==> src/rtl/vmem_responder_if.sv <==
// Bundles the vector-side request/return signals and the shared data-memory port of vmem_responder.
// The responder uses the slave view; whatever drives the requests and models memory uses the master view.
interface vmem_responder_if #(
    parameter int AW = 32
);
    logic          i_write_en;
    logic [31:0]   i_write_data;
    logic          i_read_en;
    logic [AW-1:0] i_memaddr;
    logic          o_read_vd;
    logic [31:0]   o_read_data;
    logic          o_busy;
    logic          o_err;
    logic          o_mem_req;
    logic          o_mem_we;
    logic [AW-1:0] o_mem_addr;
    logic [31:0]   o_mem_wdata;
    logic          i_mem_gnt;
    logic          i_mem_rvalid;
    logic [31:0]   i_mem_rdata;

    modport slave (
        input  i_write_en, i_write_data, i_read_en, i_memaddr,
        input  i_mem_gnt, i_mem_rvalid, i_mem_rdata,
        output o_read_vd, o_read_data, o_busy, o_err,
        output o_mem_req, o_mem_we, o_mem_addr, o_mem_wdata
    );

    modport master (
        output i_write_en, i_write_data, i_read_en, i_memaddr,
        output i_mem_gnt, i_mem_rvalid, i_mem_rdata,
        input  o_read_vd, o_read_data, o_busy, o_err,
        input  o_mem_req, o_mem_we, o_mem_addr, o_mem_wdata
    );
endinterface

==> src/rtl/vmem_responder.sv <==
// Queues vector word loads/stores in order, issues them to a stallable data-memory port and
// returns load data in order; overflow and protocol violations raise a sticky error flag.
module vmem_responder #(
    parameter int DEPTH = 4,
    parameter int AW    = 32
) (
    input  logic             clk,
    input  logic             rst,
    vmem_responder_if.slave  bus
);
    localparam int PW = $clog2(DEPTH);
    localparam int CW = PW + 1;
    localparam logic [CW-1:0] DEPTH_C = CW'(DEPTH);

    typedef struct packed {
        logic          we;
        logic [AW-1:0] addr;
        logic [31:0]   wdata;
    } req_t;

    typedef enum logic [1:0] {
        IDLE   = 2'd0,
        ACTIVE = 2'd1,
        WAIT   = 2'd2
    } state_t;

    req_t          fifo_mem [DEPTH];
    logic [PW-1:0] wr_ptr_q, wr_ptr_d;
    logic [PW-1:0] rd_ptr_q, rd_ptr_d;
    logic [CW-1:0] count_q, count_d;
    logic [CW-1:0] outst_q, outst_d;
    state_t        state_q, state_d;
    logic          err_q, err_d;
    logic          read_vd_q, read_vd_d;
    logic [31:0]   read_data_q, read_data_d;

    req_t head;
    logic fifo_empty, fifo_full;
    logic push_req, push_ok, pop, issue_rd, rsp_ok, mem_req;
    logic err_event;

    assign head       = fifo_mem[rd_ptr_q];
    assign fifo_empty = (count_q == '0);
    assign fifo_full  = (count_q == DEPTH_C);
    assign push_req   = bus.i_write_en | bus.i_read_en;

    // A read at the head waits while every return slot is already in flight; writes never wait.
    assign mem_req  = !fifo_empty && !(!head.we && (outst_q == DEPTH_C));
    assign pop      = mem_req & bus.i_mem_gnt;
    assign push_ok  = push_req & (!fifo_full | pop);
    assign issue_rd = pop & !head.we;
    assign rsp_ok   = bus.i_mem_rvalid & (outst_q != '0);

    assign err_event = (bus.i_write_en & bus.i_read_en)
                     | (push_req & fifo_full & !pop)
                     | (push_req & (bus.i_memaddr[1:0] != 2'b00))
                     | (bus.i_mem_rvalid & (outst_q == '0));

    // Storage has no reset; only the pointers and count define what is valid.
    always_ff @(posedge clk) begin
        if (push_ok) begin
            fifo_mem[wr_ptr_q] <= '{we:    bus.i_write_en,
                                    addr:  {bus.i_memaddr[AW-1:2], 2'b00},
                                    wdata: bus.i_write_data};
        end
    end

    always_comb begin
        wr_ptr_d = wr_ptr_q;
        rd_ptr_d = rd_ptr_q;
        count_d  = count_q;
        if (push_ok) wr_ptr_d = wr_ptr_q + PW'(1);
        if (pop)     rd_ptr_d = rd_ptr_q + PW'(1);
        case ({push_ok, pop})
            2'b10:   count_d = count_q + CW'(1);
            2'b01:   count_d = count_q - CW'(1);
            default: count_d = count_q;
        endcase
    end

    always_comb begin
        outst_d = outst_q;
        case ({issue_rd, rsp_ok})
            2'b10:   outst_d = outst_q + CW'(1);
            2'b01:   outst_d = outst_q - CW'(1);
            default: outst_d = outst_q;
        endcase
    end

    always_comb begin
        err_d       = err_q | err_event;
        read_vd_d   = rsp_ok;
        read_data_d = rsp_ok ? bus.i_mem_rdata : read_data_q;
    end

    always_ff @(posedge clk or negedge rst) begin
        if (!rst) begin
            wr_ptr_q    <= '0;
            rd_ptr_q    <= '0;
            count_q     <= '0;
            outst_q     <= '0;
            state_q     <= IDLE;
            err_q       <= 1'b0;
            read_vd_q   <= 1'b0;
            read_data_q <= '0;
        end else begin
            wr_ptr_q    <= wr_ptr_d;
            rd_ptr_q    <= rd_ptr_d;
            count_q     <= count_d;
            outst_q     <= outst_d;
            state_q     <= state_d;
            err_q       <= err_d;
            read_vd_q   <= read_vd_d;
            read_data_q <= read_data_d;
        end
    end

    // Decisions use post-update occupancy so a pop and an enqueue in the same cycle keep ACTIVE.
    always_comb begin
        state_d = state_q;
        case (state_q)
            IDLE: begin
                if (push_ok) state_d = ACTIVE;
            end
            ACTIVE: begin
                if (count_d == '0) state_d = (outst_d != '0) ? WAIT : IDLE;
            end
            WAIT: begin
                if (push_ok)             state_d = ACTIVE;
                else if (outst_d == '0)  state_d = IDLE;
            end
            default: state_d = IDLE;
        endcase
    end

    always_comb begin
        bus.o_busy      = (state_q != IDLE);
        bus.o_mem_req   = mem_req;
        bus.o_mem_we    = mem_req & head.we;
        bus.o_mem_addr  = mem_req ? head.addr : '0;
        bus.o_mem_wdata = mem_req ? head.wdata : '0;
        bus.o_read_vd   = read_vd_q;
        bus.o_read_data = read_data_q;
        bus.o_err       = err_q;
    end
endmodule

==> src/flat_wrapper.sv <==
// flat-port wrapper written by rule: the top's interface ports become plain ports
module vmem_responder_flat 
#(
    parameter int DEPTH = 4,
    parameter int AW    = 32
)
  (clk, rst, bus_i_write_en, bus_i_write_data, bus_i_read_en, bus_i_memaddr, bus_i_mem_gnt, bus_i_mem_rvalid, bus_i_mem_rdata, bus_o_read_vd, bus_o_read_data, bus_o_busy, bus_o_err, bus_o_mem_req, bus_o_mem_we, bus_o_mem_addr, bus_o_mem_wdata);
  vmem_responder_if #(.AW(AW)) bus_i ();
  input  logic clk;
  input  logic rst;
  input wire logic [$bits(bus_i.i_write_en)-1:0] bus_i_write_en;
  input wire logic [$bits(bus_i.i_write_data)-1:0] bus_i_write_data;
  input wire logic [$bits(bus_i.i_read_en)-1:0] bus_i_read_en;
  input wire logic [$bits(bus_i.i_memaddr)-1:0] bus_i_memaddr;
  input wire logic [$bits(bus_i.i_mem_gnt)-1:0] bus_i_mem_gnt;
  input wire logic [$bits(bus_i.i_mem_rvalid)-1:0] bus_i_mem_rvalid;
  input wire logic [$bits(bus_i.i_mem_rdata)-1:0] bus_i_mem_rdata;
  output wire logic [$bits(bus_i.o_read_vd)-1:0] bus_o_read_vd;
  output wire logic [$bits(bus_i.o_read_data)-1:0] bus_o_read_data;
  output wire logic [$bits(bus_i.o_busy)-1:0] bus_o_busy;
  output wire logic [$bits(bus_i.o_err)-1:0] bus_o_err;
  output wire logic [$bits(bus_i.o_mem_req)-1:0] bus_o_mem_req;
  output wire logic [$bits(bus_i.o_mem_we)-1:0] bus_o_mem_we;
  output wire logic [$bits(bus_i.o_mem_addr)-1:0] bus_o_mem_addr;
  output wire logic [$bits(bus_i.o_mem_wdata)-1:0] bus_o_mem_wdata;
  assign bus_i.i_write_en = bus_i_write_en;
  assign bus_i.i_write_data = bus_i_write_data;
  assign bus_i.i_read_en = bus_i_read_en;
  assign bus_i.i_memaddr = bus_i_memaddr;
  assign bus_i.i_mem_gnt = bus_i_mem_gnt;
  assign bus_i.i_mem_rvalid = bus_i_mem_rvalid;
  assign bus_i.i_mem_rdata = bus_i_mem_rdata;
  assign bus_o_read_vd = bus_i.o_read_vd;
  assign bus_o_read_data = bus_i.o_read_data;
  assign bus_o_busy = bus_i.o_busy;
  assign bus_o_err = bus_i.o_err;
  assign bus_o_mem_req = bus_i.o_mem_req;
  assign bus_o_mem_we = bus_i.o_mem_we;
  assign bus_o_mem_addr = bus_i.o_mem_addr;
  assign bus_o_mem_wdata = bus_i.o_mem_wdata;
  vmem_responder #(.DEPTH(DEPTH), .AW(AW)) u_core (.clk(clk), .rst(rst), .bus(bus_i));
endmodule
==> config.mk <==
export PLATFORM = sky130hd
export DESIGN_NAME = vmem_responder_flat
export DESIGN_NICKNAME = d
export VERILOG_FILES = /design/src/rtl/vmem_responder_if.sv /design/src/rtl/vmem_responder.sv /design/src/flat_wrapper.sv
export SDC_FILE = /design/constraint.sdc
export NUM_CORES = 1
export LEC_CHECK = 0
export BUFFER_PORTS_ARGS = -buffer_cell sky130_fd_sc_hd__buf_2
export CORE_MARGIN = 2
export CORE_UTILIZATION = 60
export DETAILED_ROUTE_END_ITERATION = 10
export MAX_ROUTING_LAYER = met4
export PLACE_DENSITY = 0.86
export REMOVE_ABC_BUFFERS = 1
export SKIP_LAST_GASP = 1
export SYNTH_ARGS = -nofsm -noshare
export SYNTH_HDL_FRONTEND = slang
export SYNTH_SLANG_ARGS = --single-unit
==> constraint.sdc <==
create_clock -name clk -period 5.78 [get_ports clk]
set_clock_uncertainty 0.05 [all_clocks]
set_input_delay 1.734 -clock clk [delete_from_list [all_inputs] [get_ports clk]]
set_output_delay 1.734 -clock clk [all_outputs]
set_load 0.05 [all_outputs]
After elaboration in Yosys (flattened, before gate mapping)
Memories as Yosys holds them, arrays and structs flattened.
Cells that the tools add are included.
W data, S select, Z words.
- add/subtract/negate cells: 6
- eq/ne operators: 11
- mux-type cells: 12
- bitwise logic cells: 16
- reductions and logical operators: 17
- operator list (cell ; count):
    $mux W32 ; 2
    $logic_not A3 Y1 ; 4
    $pmux W3 S2 ; 2
    $and A1 B1 Y1 ; 10
    $mux W2 ; 5
    $add A3 B1 Y3 const B ; 2
    $eq A2 B1 Y1 const B ; 3
    $eq A2 B2 Y1 const B ; 3
    $eq A3 B3 Y1 const B ; 2
    $or A1 B1 Y1 ; 6
    $pmux W2 S3 ; 1
    $reduce_bool A3 Y1 ; 2
    $sub A3 B1 Y3 const B ; 2
    $logic_not A1 Y1 ; 5
    $add A2 B1 Y2 const B ; 2
    $ne A2 B1 Y1 const B ; 2
    $reduce_bool A2 Y1 ; 2
    $ne A3 B1 Y1 const B ; 1
    $reduce_and A3 Y1 ; 1
    $logic_and A1 B1 Y1 ; 2
    $logic_not A2 Y1 ; 1
    $mux W1 ; 2
- bits in registers: 46
- bits in writable memories: 252
- input bits: 102
- output and inout bits: 101
- word-level logic and storage cells: 71
- memories: 1
- memories (memory ; words ; width ; rd ports ; clocked after memory_dff ; wr ports ; RTL line ; text):
    u_core.fifo_mem ; 4 ; 63 ; 1 ; 0 ; 1 ; vmem_responder.sv:27 ; req_t fifo_mem [DEPTH];

Logic depth before layout (Yosys ltp)
Gate-level depths: netlist of the first run.
An unclocked memory read counts as a cell.
- depth after elaboration: 13
- mapped depth: 13
- depth with buffers taken out: 11

Worst setup path after synthesis of the first run
Ideal clock, no wire load.
- kind: in2reg
- from: in bus_i_mem_gnt
- to: mem u_core.fifo_mem[0][0] (netlist bit), enable pin
- library setup time: 0.428 ns
- arrival time: 3.515 ns
- data required time: 5.302 ns
- path slack: 1.787 ns
- cell stages on the path: 3
- path buffers: 0
- cell sequence: o21a_1 o22a_4 and2_1
- word-level cells in the longest chain between the ends: 5
- ends and longest elaborated chain (item ; RTL line ; text):
    start, declared ; flat_wrapper.sv:15 ; input wire logic [$bits(bus_i.i_mem_gnt)-1:0] bus_i_mem_gnt;
    $and A1 B1 Y1 ; vmem_responder.sv:49 ; assign pop = mem_req & bus.i_mem_gnt;
    $or A1 B1 Y1 ; vmem_responder.sv:50 ; assign push_ok = push_req & (!fifo_full | pop);
    $and A1 B1 Y1 ; vmem_responder.sv:50 ;
    $mux W1 ; vmem_responder.sv:61 ; if (push_ok) begin
    $mux W1 (implied by the code) ; vmem_responder.sv:62 ; fifo_mem[wr_ptr_q] <= '{we: bus.i_write_en,
    end, declared ; vmem_responder.sv:27 ;
No other way between the ends.

Worst setup path in the final report of the first run
- from: reg u_core.rd_ptr_q[0]
- to: out bus_o_mem_wdata[26]
- word-level cells in the longest chain between the ends: 6
- ends and longest elaborated chain (item ; RTL line ; text):
    start, declared ; vmem_responder.sv:29 ; logic [PW-1:0] rd_ptr_q, rd_ptr_d;
    start signal, assigned ; vmem_responder.sv:108 ; rd_ptr_q <= rd_ptr_d;
    $mem_v2 Z4 W63 * ; - ;
    $logic_not A1 Y1 ; vmem_responder.sv:48 ; assign mem_req = !fifo_empty && !(!head.we && (outst_q == DEPTH_C));
    $logic_and A1 B1 Y1 ; vmem_responder.sv:48 ;
    $logic_not A1 Y1 ; vmem_responder.sv:48 ;
    $logic_and A1 B1 Y1 ; vmem_responder.sv:48 ;
    $mux W32 * ; vmem_responder.sv:141 ; bus.o_mem_wdata = mem_req ? head.wdata : '0;
    end, declared ; flat_wrapper.sv:25 ; output wire logic [$bits(bus_i.o_mem_wdata)-1:0] bus_o_mem_wdata;
Every way passes the cells marked *; elsewhere a longest branch is shown, timed or not.

==> summary.txt, run 1 <==
STA
  • Setup Viol. Count Final: 0
  • Fmax: 0.2023 GHz
  • Unrepaired setup endpoints after global routing: no
  • Worst slew pin tran: 1.162 ns
  • Final min period: 4.944 ns
  • Final hold violations: 0
  • Final worst path period share: 85.54%
  • Smallest hold slack: 0.4458 ns
  • Worst slew margin: 22.52%
  • Max-slew violations: 0

Synthesis
  • Synthesized area: 11520 sq um
  • YS warnings: 0
  • Part of the Yosys area used for sequential elements: 75.69%
  • Synth cell types: 37
  • Mapped Cells: 551
  • Synth Flop Type: edfxtp_1
  • #FFs+latches synth: 298
  • Async S/R FF share, synth: 15.44%
  • Number of synthesized flops with an enable pin: 252
  • Syn avg cell area: 20.90 sq um

Floorplanning
  • Die H: 142.6 microns
  • Die extent in x: 142.6 microns
  • Total I/O pin count: 203
  • Die area: 20320 sq um
  • Initial Util: 61.37%
  • Core area: 18770 sq um
  • Site row count: 50

Worst hold path
  • Hold Crit Class: reg2reg
  • Hold path startpoint: u_core.bus.o_err$_DFF_PN0_
  • Hold Path Cell Cnt: 1
  • Hold Path End: u_core.bus.o_err$_DFF_PN0_

GRT
  • Largest net degree at the start of global routing: 67
  • GR Util All Layers: 21.67%
  • Initial antenna violation count: 2
  • Overflow after GRT: 0
  • First-pass GRT wire length: 32800 microns
  • Number of global-route vias before repair: 6217

Detailed routing
  • Via count: 5777
  • Iter 0 DRT Violations: 356
  • Drt wl/cell: 20.97 microns
  • Drt first pass iters: 5
  • # DRC: 0
  • Final WL: 21320 microns
  • Post-DRT Antenna Nets: 0
  • Post-DR vias/cell: 5.680

Layout
  • Area grow syn2layout: 18.86%
  • Post-layout net count: 869
  • Most common cell after layout, fill and taps aside: edfxtp_1
  • Fraction of layout cells with a size suffix above 1: 45.45%
  • Most frequent cells in the layout: edfxtp_1, buf_2, mux4_2, and2_1, dfrtp_1

Setup path
  • Crit path capture type: output pin
  • Crit-path max cell delay: 0.93 ns
  • Startpoint Class: flip-flop
  • Critical path peak fanout: 66
  • CP Class: reg2out
  • R2R Path End: u_core.state_q[1]$_DFFE_PN0P_
  • Crit path cell chain: mux4_2, o21a_2, and2_1, buf_2
  • Reg2Reg Depth: 10
  • Reg2Reg Launch Point: u_core.rd_ptr_q[0]$_DFFE_PN0N_
  • WP data required: 4.00 ns
  • R2R setup slack: 1.68 ns
  • Slowest CP cell: o21a_2
  • Critical path arrival: 3.16 ns

Clock network
  • H-tree Lvls: 1
  • Clk buf depth: 3
  • Skew-Pair Late Insertion Delay: 0.52 ns
  • CTS clk-pin slew, worst paths: 0.06 ns
  • Hold buffers post-CTS: 0
  • CTS tree: built
  • # clock sinks: 298
  • Post-CTS sizing: 0
  • CTS root buffer: clkbuf_16
  • Total CTS buffers: 29
  • Setup bufs post-CTS: 0

Place
  • GP Congestion: 0.7488
  • Detailed Place HPWL: 12760 microns
  • Number of port buffers: 200

Run
  • Max Cap Viol: 0

Status
  • Run status: complete, no violations
-- sequential cells by signal, indices dropped and copies added, names as in the netlist --
name                    cells
u_core.fifo_mem           252
u_core.bus.o_read_data     32
u_core.count_q              3
u_core.outst_q              3
u_core.rd_ptr_q             2
u_core.state_q              2
u_core.wr_ptr_q             2
u_core.bus.o_err            1
u_core.bus.o_read_vd        1
-- metal layers --
metal	part of all wire (%)	vias to the layer above	GRT usage (%)
met3	7.1	13	4.038
li1	-	2581	-
met2	53	244	37.83
met1	39	2939	27.23
met4	0.87	0	3.856
met5	0	-	-
-- cells in the mapped netlist, types with 2 or more instances --
library cell,number,share of area [%]
buf_2,12,0.52
mux2_2,32,3.1
ha_1,6,0.65
buf_4,2,0.13
and2_1,67,3.6
fa_1,2,0.35
nand3_1,3,0.13
dfrtp_1,46,10
nor3_1,2,0.087
nor2_1,2,0.065
nand2_1,3,0.098
nand2b_1,2,0.11
edfxtp_1,252,66
xor2_1,2,0.15
xnor2_1,5,0.38
o21ai_0,2,0.087
mux4_2,63,12
inv_1,11,0.36
clkbuf_1,13,0.42
o21a_1,3,0.20
or3_1,2,0.11
or2_2,4,0.22
-- metrics by stage --
| stage | util (%) | setup TNS, ns | setup slack (ns) | cell area (sq um) | cells |
|---|---|---|---|---|---|
| 3_5_place_dp | 67.83 | 0 | 1.264 | 12730 | 962 |
| 4_1_cts | 72.92 | 0 | 0.7469 | 13690 | 1015 |
| 5_1_grt | 72.95 | 0 | 0.6394 | 13690 | 1017 |
| 3_3_place_gp | 67.83 | 0 | 1.349 | 12730 | 962 |
| 2_1_floorplan | - | -47.74 | -0.7582 | 11400 | 525 |
| 6_report | 72.95 | 0 | 0.8360 | 13690 | 1017 |
-- worst max path at each step --
stage	startpoint	end
3_3_place_gp	u_core.rd_ptr_q[0]$_DFFE_PN0N_	bus_o_mem_addr[26]
6_report	u_core.rd_ptr_q[0]$_DFFE_PN0N_	bus_o_mem_wdata[26]
2_1_floorplan	u_core.rd_ptr_q[0]$_DFFE_PN0N_	bus_o_mem_addr[10]
3_5_place_dp	u_core.rd_ptr_q[0]$_DFFE_PN0N_	bus_o_mem_wdata[26]
5_1_grt	u_core.rd_ptr_q[0]$_DFFE_PN0N_	bus_o_mem_wdata[26]
4_1_cts	u_core.rd_ptr_q[0]$_DFFE_PN0N_	bus_o_mem_wdata[26]
-- cells by family (layout without fill, tap and decap cells) --
logic type               count (synthesis)  after routing  share of synthesized area [%]
adder cells (fa/ha/maj)                  9              9                          1.086
XOR/XNOR                                 7              7                         0.5323
other                                    1              4                        0.03256
flip-flops                             298            298                          75.69
AO/OA/AOI/OAI                           11             11                         0.8039
AND/OR/NAND/NOR                         90             90                          4.758
multiplexers                            97             97                          15.66
buffers and inverters                   38            267                          1.434
-- worst max-delay path: cells and delay by family, from the launching register on --
family                 cells  cell delay, ns
AOI/OAI and AO/OA          1            0.93
and+or+nand+nor            1            0.29
muxes                      1            0.46
DFF                        1            0.67
buffers and inverters      1            0.28
-- area by class of cell --
class                   instances  area [sq um]
flip-flops and latches        298          8723
inverters                      11         41.29
clock buffers                  38         799.5
clock inverters                15         155.1
repair buffers                203          1023
diodes                          2         5.005
well taps                     234         292.8
multi-input cells             216          2650
fillers                      1083          5077
Power of run 1 is left out: the tool's default activity adds up to more than one toggle a clock period on the data nets, which glitch-free logic cannot reach.
==> inputs of run 2 (changes only) <==
--- a/config.mk
+++ b/config.mk
@@ -7,10 +7,10 @@
 export LEC_CHECK = 0
 export BUFFER_PORTS_ARGS = -buffer_cell sky130_fd_sc_hd__buf_2
 export CORE_MARGIN = 2
-export CORE_UTILIZATION = 60
+export CORE_UTILIZATION = 49
 export DETAILED_ROUTE_END_ITERATION = 10
 export MAX_ROUTING_LAYER = met4
-export PLACE_DENSITY = 0.86
+export PLACE_DENSITY = 0.72
 export REMOVE_ABC_BUFFERS = 1
 export SKIP_LAST_GASP = 1
 export SYNTH_ARGS = -nofsm -noshare
==> summary.txt, run 2 (synthesized netlist as in run 1, its figures left out) <==
Setup path
  • Critical path arrival: 3.16 ns
  • Slowest CP cell: dfrtp_4
  • Crit path capture type: output pin
  • WP data required: 4.00 ns
  • Worst setup path start: u_core.rd_ptr_q[0]$_DFFE_PN0N_
  • R2R setup slack: 1.72 ns
  • Critical Path End: bus_o_mem_wdata[29]
  • Crit path cell chain: mux4_2, o21a_2, and2_1, buf_2
  • Worst path top cell family by delay: flip-flops
  • Reg2Reg Depth: 11
  • R2R Path End: u_core.state_q[1]$_DFFE_PN0P_
  • Reg2Reg Launch Point: u_core.rd_ptr_q[0]$_DFFE_PN0N_
  • Critical path peak fanout: 66
  • Crit-path max cell delay: 0.81 ns
  • Startpoint Class: flip-flop
  • Crit path depth: 4
  • CP Class: reg2out
  • Buf/Inv on CP: 1

Worst hold path
  • Hold Crit Class: reg2reg
  • Hold path startpoint: u_core.bus.o_read_data[25]$_DFFE_PN0P_

Clock network
  • Clk buf depth: 3
  • CTS root buffer: clkbuf_16
  • Skew-Pair Late Insertion Delay: 0.54 ns
  • Post-CTS sizing: 0
  • CTS tree: built
  • # clock sinks: 298
  • Setup bufs post-CTS: 0
  • CTS clk-pin slew, worst paths: 0.06 ns
  • H-tree Lvls: 1
  • Hold buffers post-CTS: 0
  • Total CTS buffers: 30

STA
  • Worst slew pin tran: 1.039 ns
  • Worst slew margin: 30.74%
  • Setup Viol. Count Final: 0
  • Final min period: 4.940 ns
  • Max-slew violations: 0
  • Final hold violations: 0
  • Final worst path period share: 85.47%
  • Fmax: 0.2024 GHz
  • Unrepaired setup endpoints after global routing: no

Detailed routing
  • Final WL: 21240 microns
  • Post-DRT Antenna Nets: 0
  • Via count: 5746
  • Drt first pass iters: 6
  • Iter 0 DRT Violations: 281
  • Post-DR vias/cell: 5.200
  • Drt wl/cell: 19.22 microns
  • # DRC: 0

Layout
  • Post-layout net count: 870
  • Largest reg by FF count: u_core.fifo_mem
  • Core Util, Final: 59.27%
  • Area grow syn2layout: 19.69%
  • Max reg flops: 252
  • Most frequent cells in the layout: edfxtp_1, buf_2, mux4_2, and2_1, dfrtp_1
  • Fraction of layout cells with a size suffix above 1: 45.15%
  • Most common cell after layout, fill and taps aside: edfxtp_1
  • Fillers: 1741

Place
  • GP Congestion: 0.7972
  • Number of port buffers: 200
  • Detailed Place HPWL: 12890 microns

Floorplanning
  • Die extent in x: 157.3 microns
  • Die area: 24750 sq um
  • Site row count: 56
  • Core area: 23260 sq um
  • Total I/O pin count: 203
  • Die H: 157.3 microns
  • Initial Util: 49.52%

GRT
  • First-pass GRT wire length: 32860 microns
  • GR Util All Layers: 17.76%
  • Number of global-route vias before repair: 6167
  • Overflow after GRT: 0
  • Initial antenna violation count: 1
  • Largest net degree at the start of global routing: 67

Status
  • Run status: complete, no violations

Run
  • Max Cap Viol: 0
==> run 2: cell count changes in the layout (fill, tap and decap cells not counted), sizes merged <==
| cell | before | now |
|---|---|---|
| bufinv | 3 | 2 |
| clkbuf | 38 | 35 |
| clkinv | 9 | 17 |
| inv | 12 | 11 |
==> run 2: cell type report <==
class,instances,area [sq um],share of cell area (%)
antenna,2,5.005,0.03630
clock buffer,35,790.8,5.736
clock inverter,21,151.4,1.098
inverter,11,41.29,0.2995
multi-input combinational,216,2650,19.22
sequential,298,8726,63.29
tap,319,399.1,2.895
timing repair buffer,203,1023,7.424
==> run 2: routing by layer <==
metal | track usage [%] | up-vias | share of wire [%]
li1 | - | 2588 | -
met1 | 22.38 | 2927 | 41
met2 | 30.44 | 196 | 51
met3 | 3.166 | 35 | 6.4
met4 | 3.939 | 0 | 1.5
met5 | - | - | 0
==> run 2: worst min path at each step <==
stage | endpoint | slack (ns) | cells past startpoint
after floorplan | u_core.state_q[0]$_DFFE_PN0P_ | 0.43 | 1
after global placement | u_core.bus.o_err$_DFF_PN0_ | 0.40 | 1
after detailed placement | u_core.bus.o_read_data[5]$_DFFE_PN0P_ | 0.44 | 1
after CTS | u_core.bus.o_read_data[25]$_DFFE_PN0P_ | 0.45 | 1
after global routing | u_core.bus.o_read_data[4]$_DFFE_PN0P_ | 0.48 | 1
final | u_core.bus.o_read_data[25]$_DFFE_PN0P_ | 0.45 | 1
==> run 2: metrics by stage <==
step	std cells	hold slack (ns)	setup TNS, ns	instance area [sq um]	worst slack, ns
floorplan	525	0.4301	-47.74	11400	-0.7582
global placement	1047	0.3997	0	12840	1.337
detailed placement	1047	0.4369	0	12840	1.240
CTS	1103	0.4525	0	13780	0.6488
global route	1104	0.4797	0	13780	0.5323
finish	1105	0.4506	0	13790	0.8397
Power of run 2 is left out for the same reason.
